## config.mk

```make
export PLATFORM = sky130hd
export DESIGN_NAME = pbus_cycle_ctrl
export DESIGN_NICKNAME = d
export VERILOG_FILES = /design/src/rtl/pbus_cycle_ctrl.sv
export SDC_FILE = /design/constraint.sdc
export NUM_CORES = 1
export LEC_CHECK = 0
export CORE_MARGIN = 1
export CORE_UTILIZATION = 63
export DETAILED_ROUTE_END_ITERATION = 8
export DONT_BUFFER_PORTS = 1
export PLACE_DENSITY = 0.8
export SLEW_MARGIN = 5
export SYNTH_ARGS = -nofsm -noshare
export SYNTH_HDL_FRONTEND = slang
export SYNTH_SLANG_ARGS = --single-unit
```

## constraint.sdc

```tcl
create_clock -name Clk -period 3.3 [get_ports Clk]
set_input_delay 0.33 -clock Clk [delete_from_list [all_inputs] [get_ports Clk]]
set_output_delay 0.33 -clock Clk [all_outputs]
set_load 0.02 [all_outputs]
```

## src/rtl/pbus_cycle_ctrl.sv

```systemverilog
// pbus_cycle_ctrl
//   Sequencer between the asynchronous processor bus (PBus) and the synchronous
//   core datapath. Runs one transaction at a time: it synchronises the active-low
//   PBus strobes, latches address/write data, issues a single-cycle RD or WR
//   command, waits (bounded) for the core Ack, then holds PBusReadyN low until
//   the bus releases its strobe.
//
// Parameters
//   SYNC_STAGES : flops per strobe synchroniser (>= 2)
//   TIMEOUT     : maximum WAITACK cycles before an error completion (>= 1)
//
// Ports
//   Clk, Reset            : clock (rising edge), asynchronous active-high reset
//   PBusRDN, PBusWRN      : asynchronous active-low read/write strobes
//   PBusAddr, PBusDataIn  : bus word address and write data
//   RdData, Ack           : core read data and completion
//   ErrClr                : synchronous clear of BusErr
//   RD, WR                : one-cycle commands to the core
//   Addr, WrData          : latched address and write data
//   PBusDataOut, DataOE   : registered read data and its output-buffer enable
//   PBusReadyN            : active-low bus ready
//   BusErr                : sticky error flag (conflict or timeout)
module pbus_cycle_ctrl #(
  parameter int SYNC_STAGES = 2,
  parameter int TIMEOUT     = 255
) (
  input  logic        Clk,
  input  logic        Reset,
  input  logic        PBusRDN,
  input  logic        PBusWRN,
  input  logic [16:2] PBusAddr,
  input  logic [31:0] PBusDataIn,
  input  logic [31:0] RdData,
  input  logic        Ack,
  input  logic        ErrClr,
  output logic        RD,
  output logic        WR,
  output logic [16:2] Addr,
  output logic [31:0] WrData,
  output logic [31:0] PBusDataOut,
  output logic        DataOE,
  output logic        PBusReadyN,
  output logic        BusErr
);

  localparam int CNT_W = $clog2(TIMEOUT + 1);
  localparam logic [CNT_W-1:0] CNT_LAST = CNT_W'(TIMEOUT - 1);

  if (SYNC_STAGES < 2) begin : g_bad_sync
    $error("pbus_cycle_ctrl: SYNC_STAGES must be at least 2");
  end
  if (TIMEOUT < 1) begin : g_bad_timeout
    $error("pbus_cycle_ctrl: TIMEOUT must be at least 1");
  end

  typedef enum logic [2:0] {
    IDLE,
    CMD,
    WAITACK,
    READY,
    DRAIN
  } state_t;

  logic [SYNC_STAGES-1:0] rd_sync;
  logic [SYNC_STAGES-1:0] wr_sync;
  logic                   rd_s;
  logic                   wr_s;
  logic                   strobe_s;
  logic                   timeout_hit;

  state_t                 state;
  logic                   op_rd;
  logic [CNT_W-1:0]       cnt;

  // Strobe synchronisers: inverted on entry so "1" means strobe active and
  // the reset value is "strobe inactive".
  always_ff @(posedge Clk or posedge Reset) begin
    if (Reset) begin
      rd_sync <= '0;
      wr_sync <= '0;
    end else begin
      rd_sync <= {rd_sync[SYNC_STAGES-2:0], ~PBusRDN};
      wr_sync <= {wr_sync[SYNC_STAGES-2:0], ~PBusWRN};
    end
  end

  assign rd_s        = rd_sync[SYNC_STAGES-1];
  assign wr_s        = wr_sync[SYNC_STAGES-1];
  // Only the strobe that opened the transaction governs its completion.
  assign strobe_s    = op_rd ? rd_s : wr_s;
  assign timeout_hit = (cnt == CNT_LAST);

  always_ff @(posedge Clk or posedge Reset) begin
    if (Reset) begin
      state       <= IDLE;
      op_rd       <= 1'b0;
      cnt         <= '0;
      RD          <= 1'b0;
      WR          <= 1'b0;
      Addr        <= '0;
      WrData      <= '0;
      PBusDataOut <= '0;
      DataOE      <= 1'b0;
      PBusReadyN  <= 1'b1;
      BusErr      <= 1'b0;
    end else begin
      RD <= 1'b0;
      WR <= 1'b0;
      // Clear first; any set below in the same cycle overrides it.
      if (ErrClr) begin
        BusErr <= 1'b0;
      end

      case (state)
        IDLE: begin
          if (rd_s && wr_s) begin
            BusErr <= 1'b1;
            state  <= DRAIN;
          end else if (rd_s) begin
            Addr  <= PBusAddr;
            op_rd <= 1'b1;
            RD    <= 1'b1;
            state <= CMD;
          end else if (wr_s) begin
            Addr   <= PBusAddr;
            WrData <= PBusDataIn;
            op_rd  <= 1'b0;
            WR     <= 1'b1;
            state  <= CMD;
          end
        end

        CMD: begin
          cnt   <= '0;
          state <= WAITACK;
        end

        WAITACK: begin
          if (Ack || timeout_hit) begin
            if (Ack) begin
              if (op_rd) begin
                PBusDataOut <= RdData;
              end
            end else begin
              BusErr <= 1'b1;
              if (op_rd) begin
                PBusDataOut <= 32'hFFFF_FFFF;
              end
            end
            // A strobe already released means nobody is waiting for ready.
            if (strobe_s) begin
              PBusReadyN <= 1'b0;
              DataOE     <= op_rd;
              state      <= READY;
            end else begin
              state <= DRAIN;
            end
          end else begin
            cnt <= cnt + 1'b1;
          end
        end

        READY: begin
          if (!strobe_s) begin
            PBusReadyN <= 1'b1;
            DataOE     <= 1'b0;
            state      <= IDLE;
          end
        end

        DRAIN: begin
          if (!rd_s && !wr_s) begin
            state <= IDLE;
          end
        end

        default: state <= IDLE;
      endcase
    end
  end

endmodule

```

## Word level (Yosys, flattened, before mapping)

Cells that the tools add are included.
Widths: inputs -> output; s select.

| operators by class | value |
|---|---|
| bitwise logic cells | 4 |
| multiplexer cells | 38 |
| reduce and logical (&&, ||, !) cells | 15 |
| $add $sub $neg | 1 |
| eq/ne operators | 11 |

Operators by type and width:

| cell | count |
|---|---|
| $mux 32 | 3 |
| $mux 15 | 2 |
| $mux 3 | 7 |
| $mux 1 | 20 |
| $pmux 8 s2 | 1 |
| $pmux 3 s5 | 1 |
| $reduce_and 4->1 | 3 |
| $ne 2x2->1 const B | 5 |
| $add 8x1->8 const B | 1 |
| $eq 8x8->1 const B | 1 |
| $mux 8 | 1 |
| $eq 3x2->1 const B | 2 |
| $pmux 1 s2 | 3 |
| $reduce_and 3->1 | 2 |
| $reduce_bool 2->1 | 3 |
| $ne 4x4->1 const B | 1 |
| $not 1->1 | 4 |
| $eq 3x1->1 const B | 1 |
| $eq 3x3->1 const B | 1 |
| $logic_not 3->1 | 1 |
| $logic_and 1x1->1 | 2 |
| $logic_not 1->1 | 2 |
| $reduce_and 2->1 | 1 |
| $logic_or 1x1->1 | 1 |

| word-level totals | value |
|---|---|
| input bits | 85 |
| output and inout bits | 84 |
| bits in registers | 100 |
| logic and storage cells | 82 |

## Depth between registers and ports, before layout

Gate-level depths: netlist of run 1.

| logic depth | value |
|---|---|
| word-level depth | 4 |
| mapped depth | 8 |
| depth with buffers taken out | 6 |

## Worst setup path before layout of run 1

No wires, ideal clock.

| timing path | value |
|---|---|
| kind | flip-flop to flip-flop |
| start point | register cnt[0] |
| end point | register PBusDataOut[19] |
| stages on the path, launching flop included | 9 |
| arrival | 1926 ps |
| setup slack | 1249 ps |
| period minus slack after synthesis | 2051 ps |
| buffers on the path | 2 |
| setup time | 125 ps |
| required time | 3175 ps |
| cells stage by stage | dfrtp_1 > inv_1 > ha_1 > and3_1 > buf_2 > a21oi_2 > nor4b_4 > buf_6 > mux2_2 |

| between the ends | value |
|---|---|
| longest elaborated chain between the ends | 3 |

RTL lines:

| element | line | source |
|---|---|---|
| start: declaration | 73 | `logic [CNT_W-1:0] cnt;` |
| start signal: assignment | 159 | `cnt <= cnt + 1'b1;` |
| $eq 8x8->1 | 91 | `assign timeout_hit = (cnt == CNT_LAST);` |
| $logic_or 1x1->1 | 139 | `if (Ack \|\| timeout_hit) begin` |
| $reduce_and 3->1 (no source line) | -- |  |
| end signal: assignment | 142 | `PBusDataOut <= RdData;` |
| end: declaration | 40 | `output logic [31:0] PBusDataOut,` |

Every way passes these cells.
A chain may end at the register's enable or synchronous reset.

## Worst setup path after layout of run 1

| timing path | value |
|---|---|
| start point | register cnt[0] |
| end point | register PBusDataOut[16] |

The elaborated chain is that of the path after synthesis.

==> reports/summary.md, run 1 <==
During I/O placement, the number of pins put on the boundary was 169. The worst setup path is captured at a flip-flop. The CTS clock-pin slew for the worst setup and hold paths is 0.10 ns. Setup repair after global routing left no endpoint under its margin. The library cell occupying the most area in the post-synthesis netlist was dfrtp_1. The tools report the number of instances resized during post-cts repair as 0. The tools report the global router's overall resource usage as 23.34%.

Summed over all nets, the switching power comes to 1.843 mW. The average instance in the mapped netlist occupies 13.81 um^2. The first global-routing pass estimated 12.72 mm of wire.

Top flip-flop cell by instance count after synthesis: dfrtp_1. The number of enable flip-flop cells after synthesis is 0. For this run, the number of Yosys warnings is 0. The analysis attributes to cell leakage a power of 1.920 nW. The average via count per standard cell is 6.087, and the final antenna diode count is 0.

The logs give 393.0 MHz for the maximum clock frequency and 0.76 ns for the register-to-register path setup slack. The logs give 7.826 mm for the final routed wirelength across all metal layers and 5.589 mm for the final HPWL from detailed placement. The synthesized design devotes to its leading area cell type 58.25% of total area. Of the total power, the clock network draws 18.9%.

TritonCTS built the clock tree. After clock tree synthesis, the setup repair step added 0 buffers. Setup violations remaining at the end of the flow were counted as 0. The run gives 0 as the initial antenna violation count. The worst setup path is launched from a flip-flop. The checks that failed: DRC. The internal portion of the total power is 2.761 mW.

For the number of unique standard cell types used by synthesis, the log shows 40. For the worst path arrival time, the log shows 2.79 ns. The floorplan die width was 84.16 um.

By area, the combinational part of the netlist is dominated by multiplexers. The remaining antenna violation count after routing is 0. The path type of the worst setup path was flip-flop to flip-flop.

The detail-routed net length per standard cell was 20.07 um. Beginning of the worst hold path: PBusWRN. Worst min-delay path class: input port to flip-flop.

The synthesized netlist devotes 3.472% of its cell area to compound gates. The violation count after the first detailed-route iteration is 162. At the pin with the least slew margin, the transition time is 0.6903 ns. The total negative slack for setup checks is 0 ns, and the fraction of registers with async set or reset after synthesis is 100.0%.

The vertical extent of the die is 84.16 um, and the largest clock skew in the final design is 0.007674 ns. The logs give 6422 um^2 for the area of the core and 749.8 uV for the peak supply drop. The number of levels in the clock H-tree was 3.

Data on the critical path is required at its endpoint by 3.54 ns. The tools report the cell at the root of the clock tree as clkbuf_8. The most critical setup path has its startpoint at cnt[0]. The startpoint identified for the worst register-to-register timing path is cnt[0]. The hold-fix buffer count after cts was 1. In this run the deepest clock path goes through 2 buffers. In the routed design, unresolved DRC markers number 18. The run gives 0 as the number of failing hold endpoints at the final stage.

The sequential cell fraction of total power was 61.4%. In the synthesized netlist, the number of instances is 308. Setup slack on the critical path of the routed design comes to 0.7555 ns.

The tools report the clock latency of the later-clocked register in the worst-skew pair as 0.36 ns. For the floorplan die area, the log shows 7083 um^2. The shortest period the worst path allows came out at 2.545 ns. The number of buffers created by CTS came out at 9. After synthesis the netlist holds a flip-flop and latch count of 100. The logs give 58.87% for the post-synthesis sequential area ratio and 2567 for the via count of the first global-routing pass. The areal power density over the cells was 1011 nW/um^2; the number of fill cells in the layout was 441. The cell area that synthesis handed to floorplanning was 4253 um^2. The peak fanout along the critical path was 26.

Net switching is 40.02% of the power. The xor and xnor fraction of the mapped netlist area was 0.8238%; the proportion of layout cells with a drive suffix above 1 was 32.91%. Ranked by total cell area, the synthesized netlist is headed by dfrtp_1 (58%), mux2_2 (21%), nand2b_1 (4.9%). Entering global routing, the biggest net connects 98 pins. The flow ran to the end, but the final reports show violations.

After floorplanning, the core was divided into 29 placement rows. For this configuration, the core starts out at a cell density of 66.22%. Max-slew violation count: 0.

The signal on the critical path passes through inv_1 > ha_1 > and3_1 > a21oi_2 > nor4b_4 > buf_12 > mux2_2. The worst slack after detailed placement was 0.7915 ns; the share of cell area taken by muxes after synthesis was 21.92%. Routability-driven placement finished with a final weighted congestion of 0.7703. Combinational share of power: 19.7%. The logs give 6 for the number of detailed-routing iterations run before antenna repair and 399 for the total number of nets in the final design. The count of input and output buffers is 0, and the net count of the mapped netlist is 399. The total via count after detailed routing came out at 2374. The slowest stage of the critical path belongs to the cell nor4b_4. After Yosys synthesis, and, or, nand and nor cells account for 10.12% of the synthesized area.

The logs give 100 for the sink count of the clock tree and 0 for the final global-route overflow total. The final clock period utilization by the worst path is 77.11%. The biggest cell delay along the critical path is 0.61 ns. The area growth from synthesis to final layout came out at 7.120%. Headroom to the max-slew limit came out at 53.98%. The tool flagged a number of max-cap violations equal to 0. The synthesized netlist devotes 1.765% of its cell area to adder and majority cells.
-- power by group through the flow --
stage	clock network (mW)	registers (mW)	logic (mW)
5_1_grt	0.933	2.90	1.00
3_3_place_gp	0	2.83	0.853
6_report	0.869	2.83	0.907
4_1_cts	0.891	2.84	0.917
2_1_floorplan	0	2.68	0.828
3_5_place_dp	0	2.86	0.919
-- sequential cells by signal, indices dropped and copies added (netlist names) --
signal,cells
PBusDataOut,32
WrData,32
Addr,15
cnt,8
state,3
rd_sync,2
wr_sync,2
BusErr,1
DataOE,1
PBusReadyN,1
RD,1
WR,1
op_rd,1
-- kinds of logic after synthesis --
kind of cell / count (synthesis)
fa+ha+maj: 6
simple gates: 71
flops: 100
mux: 83
buf+inv: 25
xor+xnor: 4
compound gates: 19
-- routing by layer --
| layer | routed length [um] | track usage [%] | vias to the layer above | share of wire, % |
|---|---|---|---|---|
| met4 | 192 | 9.404 | 0 | 2.5 |
| met2 | 3948 | 38.08 | 129 | 50 |
| met1 | 2853 | 28.23 | 1166 | 36 |
| li1 | - | - | 1060 | - |
| met3 | 832 | 8.850 | 19 | 11 |
| met5 | 0 | 0 | - | 0 |
-- path summary, 6_finish.rpt --
path	depth (start not counted)	to
worst max register to register	7	PBusDataOut[16]
max in group asynchronous	3	state[1]
worst max-delay path	7	PBusDataOut[16]
min in group asynchronous	2	WrData[0]
worst min register to register	0	rd_sync[1]
worst min-delay path	1	wr_sync[0]
-- area by class of cell --
| cell class | instances | area [um^2] | share of cell area, % |
|---|---|---|---|
| clock inverter | 7 | 107.6 | 2.362 |
| clock buffer | 9 | 123.9 | 2.719 |
| timing repair buffer | 5 | 67.56 | 1.483 |
| sequential | 100 | 2504 | 54.96 |
| inverter | 9 | 36.28 | 0.7965 |
| multi-input combinational | 183 | 1620 | 35.57 |
| tap | 77 | 96.34 | 2.115 |
-- cell usage in the layout, fill, tap and decap left out, types with 3 or more instances in the layout --
cell type  count
nand2b_1      33
ha_1           6
mux2_1         3
nand2_1        8
nand3_1        4
inv_1          8
mux2_2        78
a21oi_1        3
a211o_1        3
nor2_1         8
clkbuf_8       9
dfrtp_1       99
and2_1         4
xnor2_1        4
-- critical path, delay by kind of cell (launching register included) --
| kind | cells | cell delay (ns) |
|---|---|---|
| AO/OA/AOI/OAI | 1 | 0.16 |
| adder cells (fa/ha/maj) | 1 | 0.14 |
| buffers and inverters | 2 | 0.35 |
| flip-flops | 1 | 0.44 |
| multiplexers | 1 | 0.36 |
| AND/OR/NAND/NOR | 2 | 0.97 |
-- cell usage after synthesis, drive strengths merged, types with 2 or more instances --
cell    instances
xnor2           4
and2            4
inv             9
a211o           3
nand2           8
mux2           81
o31ai           2
nor3            2
mux2i           2
buf            10
nand2b         33
ha              6
nor2            8
nand4           2
a21oi           4
nand3b          2
a211oi          2
and3            2
clkbuf          6
nand3           4
dfrtp          99
o21ai           2
-- metrics by stage --
step	hold WS [ns]	instance area [um^2]	util (%)	total power, mW	std cells
global route	0.0006881	4556	70.93	4.830	390
global placement	0.07404	4304	67.02	3.687	372
finish	0.02077	4556	70.93	4.604	390
floorplan	0.3312	4253	-	3.510	308
detailed placement	0.07776	4304	67.02	3.774	372
CTS	0.002497	4546	70.78	4.646	389
Power figures use the tool's default switching activity.
==> inputs of run 2 (changes only) <==
- CORE_UTILIZATION: 63 -> 56
- PLACE_DENSITY: 0.8 -> 0.75
- clock period: 3.3 -> 2.1 ns (I/O delays scaled with it)
==> run 2 against run 1 <==
  * The flow now finishes without violations
  * Routed wire length is 6.5% higher
  * Critical endpoint is now PBusDataOut[0]
  * Clock skew is 0.0094 ns higher
  * Register-to-register slack worse by 0.60 ns
  * Largest cell class unchanged
  * Power is 58% higher
  * Combinational power is 72% higher
  * Die area is 12% higher
  * Non-clock buffer count is 52 higher
  * Critical path type unchanged
  * Worst setup slack worse by 0.60 ns
==> reports/summary.md, run 2 (synthesis gave the netlist of run 1 again) <==
In this design, the largest share of critical-path delay is due to simple AND/OR/NAND/NOR gates. The run gives 2 (unchanged) as the maximum count of clock buffers along a single path. The global router's overall resource usage is 20.44% (-2.9 points), and the number of buffer and inverter instances along the worst setup path is 2 (unchanged). The logs give 3 (unchanged) for the number of levels in the clock H-tree and 169 (unchanged) for the number of I/O pins.

TritonCTS built the clock tree. The number of DRC violations after detailed routing was 0 (-18); the switching portion of total power was 39.27% (-0.75 points). The top cell types in the final layout, fill and taps aside, are dfrtp_1 (99), mux2_2 (78), dlygate4sd3_1 (45). The count of input and output buffers works out to 0 (unchanged).

Shortest period the worst path allows: 1.947 ns (-0.5974 ns). Leaving out fill and tap cells, the most frequent cell in the layout is dfrtp_1. In this run the worst hold path is classified as input port to flip-flop.

The type of origin of the critical path was a flip-flop. The tree is rooted in a clkbuf_8. For the violation count after the first detailed-route iteration, the log shows 83 (-49%). The worst setup path is captured at a flip-flop. The number of instances resized during post-cts repair is 0 (unchanged), and the slew at the pin closest to its max-slew limit is 0.8022 ns (+0.1118 ns). Max-cap violation count: 0 (unchanged). The final clock period utilization by the worst path is 92.72% (+16 points), and the worst max-slew margin expressed relative to the limit is 46.41% (-7.6 points). The biggest cell delay along the critical path was 0.42 ns (-0.19 ns). The tools report the maximum clock frequency as 513.6 MHz (+31%). The slowest stage of the critical path belongs to the cell dfrtp_1. Traced cell by cell, the critical path runs through inv_1 > ha_1 > and3_1 > a21oi_2 > nor4b_4 > buf_4 > mux2_2.

The most critical setup path has its startpoint at cnt[0]. The max-slew violation count was 0 (unchanged); the CTS clock-pin slew for the worst setup and hold paths was 0.09 ns (about the same). The initial antenna violation count came out at 0 (unchanged). The final antenna diode count was 0 (unchanged); the average via count per standard cell was 5.489 (-9.8%). Endpoint of the worst register-to-register path: PBusDataOut[0]. From synthesis to final layout, the design area changed by 19.01%. The instance count on the critical path is 7 (unchanged), and the switching component of the power is 2.853 mW (+55%). The area of the core was 7292 um^2 (+14%); the detail-routed net length per standard cell was 18.03 um (-10%). Path type of the worst setup path: flip-flop to flip-flop. The run gives 60.6% (-0.8 points) as the sequential cell fraction of total power. The vertical extent of the die is 89.15 um (+5.9%).

The proportion of layout cells with a drive suffix above 1 works out to 30.30% (-2.6 points). Initial standard-cell utilization of the core: 58.32% (-7.9 points). Source of the worst register-to-register timing path: cnt[0]. The final HPWL from detailed placement came out at 5.518 mm (-1.3%).

The total number of nets in the final design came out at 451 (+13%). For the total negative slack for setup checks, the log shows 0 ns (unchanged). The peak supply drop is 936.0 uV (+25%). The endpoint required time on the critical path is 2.33 ns (-1.21 ns), and the number of failing hold endpoints at the final stage is 0 (unchanged). The largest clock skew in the final design was 0.01711 ns (+0.009438 ns). The register-to-register path setup slack came out at 0.15 ns (-0.60 ns).

The via count of the first global-routing pass is 2534 (-1.3%). The tools report the capture point of the critical path as PBusDataOut[0]. The logs give 0 (unchanged) for the final global-route overflow total and 43 (-56%) for the maximum number of pins on one net before global-route repair. In the final layout, the registers with the most flip-flops are PBusDataOut: 32 flops, WrData: 32 flops, Addr: 15 flops.

For the routability congestion estimate, the log shows 0.7796 (+1.2%). The clock latency of the later-clocked register in the worst-skew pair is 0.35 ns (about the same), and the worst path arrival time is 2.18 ns (-0.61 ns). The internal power of the cells was 4.412 mW (+60%); the sink count of the clock tree was 100 (unchanged).

Worst reg-to-reg path cell count: 7 (unchanged). Setup repair after global routing left no endpoint under its margin. The clock group share of total power was 17.8% (-1.1 points); the wire length of the first global-routing pass was 12.14 mm (-4.6%). The final setup violation count was 0 (unchanged); the peak fanout along the critical path was 10 (-62%). The run finished with clean final reports. Number of rows in the core area: 31 (+6.9%). The logs give 3 (-3) for the number of detailed-routing iterations run before antenna repair and 5061 um^2 (+11%) for the final instance area.

The floorplan die width was 89.15 um (+5.9%). Combinational share of power: 21.5% (+1.8 points). The areal power density over the cells is 1436 nW/um^2 (+42%).

The tools report the remaining antenna violation count after routing as 0 (unchanged). The final routed wirelength across all metal layers came out at 8.332 mm (+6.5%). The logs give 9 (unchanged) for the number of buffers created by CTS and 7947 um^2 (+12%) for the floorplan die area. The total via count after detailed routing came out at 2536 (+6.8%). For the leakage power, the log shows 2.127 nW (+11%). The logs give 69.41% (-1.5 points) for the final cell utilization of the core and 4400 um^2 (+2.2%) for the standard cell area after detailed placement.
## run 2: worst register-to-register path, delay by kind of cell, from the launching register on
family,cells,cell delay [ns]
compound gates,1,0.10
buf+inv,2,0.32
mux,1,0.35
flops,1,0.42
fa+ha+maj,1,0.14
simple gates,2,0.52
## run 2: per-stage QoR
stage	instances	setup WS [ns]	total power, mW	hold WS [ns]
global placement	403	0.2079	5.839	0.2556
finish	462	0.1528	7.266	0.01783
CTS	448	0.1417	7.302	0.00001768
detailed placement	403	0.1381	5.955	0.2583
floorplan	308	0.04933	5.517	0.2694
global route	462	0.05718	7.659	-0.00004641
## run 2: metal layers
metal / track usage [%] / part of all wire [%]
met1: 25.58 / 41
met3: 7.572 / 8.2
met4: 6.205 / 0.82
met2: 33.31 / 50
met5: 0 / 0
## run 2: power by group through the flow
stage	Clock, mW	Combinational [mW]	Sequential, mW
6_report	1.30	1.56	4.41
5_1_grt	1.41	1.72	4.53
4_1_cts	1.33	1.55	4.42
3_5_place_dp	0	1.51	4.44
3_3_place_gp	0	1.42	4.42
2_1_floorplan	0	1.30	4.21
## run 2: what timing repair did
action,4_1_cts,5_1_grt
endpoints found under the hold margin,62,14
hold buffers,31,14
setup buffers,0,0
## run 2: final cells by class
type                            instances  area [um^2]
Sequential cell                       100         2504
Tap cell                               99        123.9
Clock inverter                          5        86.33
Fill cell                             518         2231
Clock buffer                            9        123.9
Inverter                                9        37.54
Multi-Input combinational cell        183         1620
Timing Repair Buffer                   57        565.5
## run 2: how the worst min path moves through the flow
stage / start / endpoint / slack [ns] / cells past startpoint
2_1_floorplan: PBusRDN / rd_sync[0] / 0.27 / 1
3_3_place_gp: Reset / WrData[13] / 0.26 / 1
3_5_place_dp: Reset / WrData[13] / 0.26 / 1
4_1_cts: PBusDataIn[8] / WrData[8] / 0.00002 / 1
5_1_grt: PBusAddr[16] / Addr[16] / -0.00005 / 1
6_report: PBusDataIn[22] / WrData[22] / 0.02 / 1
==> inputs of run 3 (changes only) <==
- PLACE_DENSITY: 0.75 -> 0.74
==> run 3 against run 2 <==
  * Final area barely moved
  * Clock skew barely moved
  * Maximum frequency fell by 0.85%
  * Routed wire length barely moved
  * Largest cell class unchanged
==> reports/summary.md, run 3 (synthesis gave the netlist of run 1 again) <==
The detail-routed net length per standard cell was 17.83 um (-1.1%); the largest clock skew in the final design was 0.01688 ns (-0.0002265 ns). The final routed wirelength across all metal layers came out at 8.327 mm (about the same). The run gives 0 (unchanged) as the number of instances resized during post-cts repair.

The tools report the kind of end point of the critical path as a flip-flop. Clock latency of the later-clocked register in the worst-skew pair: 0.37 ns (+0.02 ns). The leakage power is 2.132 nW (+0.24%).

The tools report the final antenna diode count as 0 (unchanged). Proportion of layout cells with a drive suffix above 1: 29.62% (-0.68 points). The beginning of the critical path is cnt[0]. The maximum count of clock buffers along a single path is 2 (unchanged). The slew at the pin closest to its max-slew limit works out to 0.6760 ns (-0.1262 ns). The signal on the critical path passes through inv_1 > ha_1 > and3_1 > a21oi_2 > nor4b_4 > buf_4 > mux2_2. The area growth from synthesis to final layout works out to 19.12% (about the same).

For the max-cap violation count, the log shows 0 (unchanged). The tools report the area of the core as 7292 um^2 (unchanged). TritonCTS built the clock tree. The shortest period the worst path allows is 1.964 ns (+0.01669 ns), and the number of levels in the clock H-tree is 3 (unchanged). The tools report the remaining antenna violation count after routing as 0 (unchanged).

For the max-slew violation count, the log shows 0 (unchanged). The top cell types in the final layout, fill and taps aside, are dfrtp_1 (99), mux2_2 (78), dlygate4sd3_1 (50). The biggest cell delay along the critical path was 0.43 ns (about the same); the initial standard-cell utilization of the core was 58.32% (unchanged). The routability congestion estimate is 0.7771 (-0.32%). Most common cell after layout, fill and taps aside: dfrtp_1.

The logs give 2.34 ns (about the same) for the endpoint required time on the critical path and 0 (unchanged) for the number of failing hold endpoints at the final stage. The number of DRC violations after detailed routing was 0 (unchanged); the number of rows in the core area was 31 (unchanged). The maximum number of pins on one net before global-route repair is 56 (+30%), and the final clock period utilization by the worst path is 93.52% (+0.79 points). Count of non-filler cells in the finished layout: 467 (+1.1%). The tree is rooted in a clkbuf_8. The hold slack is 0.02780 ns (+0.009971 ns), and the vertical extent of the die is 89.15 um (unchanged). In the final layout, the registers with the most flip-flops are PBusDataOut: 32 flops, WrData: 32 flops, Addr: 15 flops. The peak fanout along the critical path works out to 10 (unchanged). Setup repair after global routing left no endpoint under its margin. The tools report the type of origin of the critical path as a flip-flop. The startpoint identified for the worst register-to-register timing path is cnt[0]. The global router's overall resource usage is 21.86% (+1.4 points), and the average via count per standard cell is 5.439 (-0.91%). The areal power density over the cells was 1408 nW/um^2 (-1.9%). The final cell utilization of the core was 69.47% (about the same). The run gives 100 (unchanged) as the sink count of the clock tree. The run gives 5.491 mm (-0.48%) as the final HPWL from detailed placement.

The via count of the first global-routing pass is 2586 (+2.1%). The tightest min-delay check is of the input port to flip-flop type. The total number of nets in the final design was 454 (+0.67%); the worst path arrival time was 2.21 ns (+0.03 ns). The worst hold path begins at PBusDataIn[17].

The count of input and output buffers was 0 (unchanged); the violation count after the first detailed-route iteration was 86 (+3.6%). Floorplan die area: 7947 um^2 (unchanged). The cell count after placement was 401 (-0.50%); the maximum clock frequency was 509.2 MHz (-0.85%). The worst setup path is of the flip-flop to flip-flop kind. The number of buffers created by CTS was 9 (unchanged); the number of detailed-routing iterations run before antenna repair was 4 (+1).

The initial antenna violation count is 0 (unchanged), and the floorplan die width is 89.15 um (unchanged). The slowest stage of the critical path belongs to the cell dfrtp_1. For the number of I/O pins, the log shows 169 (unchanged). The logs give 0 (unchanged) for the final setup violation count and 12.79 mm (+5.3%) for the wire length of the first global-routing pass. Total via count after detailed routing: 2540 (+0.16%). The final global-route overflow total was 0 (unchanged). The peak supply drop was 917.6 uV (-2.0%).

The run gives 527 (+1.7%) as the number of fill cells in the layout. The CTS clock-pin slew for the worst setup and hold paths is 0.10 ns (about the same). For the total negative slack for setup checks, the log shows 0 ns (unchanged). For the worst max-slew margin expressed relative to the limit, the log shows 54.94% (+8.5 points).

Sum of internal, switching and leakage power: 7.132 mW (-1.8%). The run finished with clean final reports.
[run 3: changes by cell type in the layout (fill, tap and decap cells not counted)]
cell | before | now
clkinv_4 | 0 | 1
clkinvlp_4 | 3 | 1
bufinv_16 | 2 | 0
inv_6 | 0 | 2
dlygate4sd3_1 | 45 | 50
clkbuf_1 | 0 | 1
buf_12 | 2 | 1
buf_4 | 10 | 9
inv_8 | 1 | 2
clkinv_8 | 0 | 1
[run 3: final cells by class]
class | count | area (um^2) | area share [%]
sequential | 100 | 2504 | 49.42
multi-input combinational | 183 | 1620 | 31.98
timing repair buffer | 60 | 588.1 | 11.61
clock buffer | 10 | 127.6 | 2.519
tap | 99 | 123.9 | 2.445
clock inverter | 6 | 65.06 | 1.284
inverter | 9 | 37.54 | 0.7409
[run 3: worst paths after layout]
check	to	depth (start not counted)	slack, ns
setup reg to reg	PBusDataOut[1]	7	0.14
hold reg to reg	wr_sync[1]	0	0.36
min in group asynchronous	Addr[12]	3	0.49
setup / recovery	PBusDataOut[1]	7	0.14
max in group asynchronous	RD	3	1.09
hold / removal	WrData[17]	1	0.03
[run 3: through the flow]
stage	worst slack, ns	instance area, um^2
6_report	0.1361	5066
5_1_grt	0.02413	5066
4_1_cts	0.1376	5056
3_5_place_dp	0.1509	4373
3_3_place_gp	0.2060	4373
2_1_floorplan	0.04933	4257
[run 3: critical path, delay by kind of cell, from the launching register on]
kind / cells / cell delay, ns
simple gates: 2 / 0.52
flops: 1 / 0.43
mux: 1 / 0.35
buf+inv: 2 / 0.32
fa+ha+maj: 1 / 0.13
compound gates: 1 / 0.10
[run 3: report_power, final]
group | internal, mW | switching, mW
Combinational | 0.955 | 0.588
Sequential | 2.78 | 1.65
Clock | 0.469 | 0.697
[run 3: layer usage]
layer | global-route usage (%) | part of all wire, %
met3 | 8.957 | 8.8
met5 | 0 | 0
met2 | 35.81 | 51
met4 | 8.369 | 1.4
met1 | 25.92 | 39
[run 3: repair_timing]
item | CTS | global route
endpoints found under the hold margin | 147 | 1
hold buffers | 49 | 1
endpoints found under the setup margin | 0 | 0
buffers inserted | 0 | 0
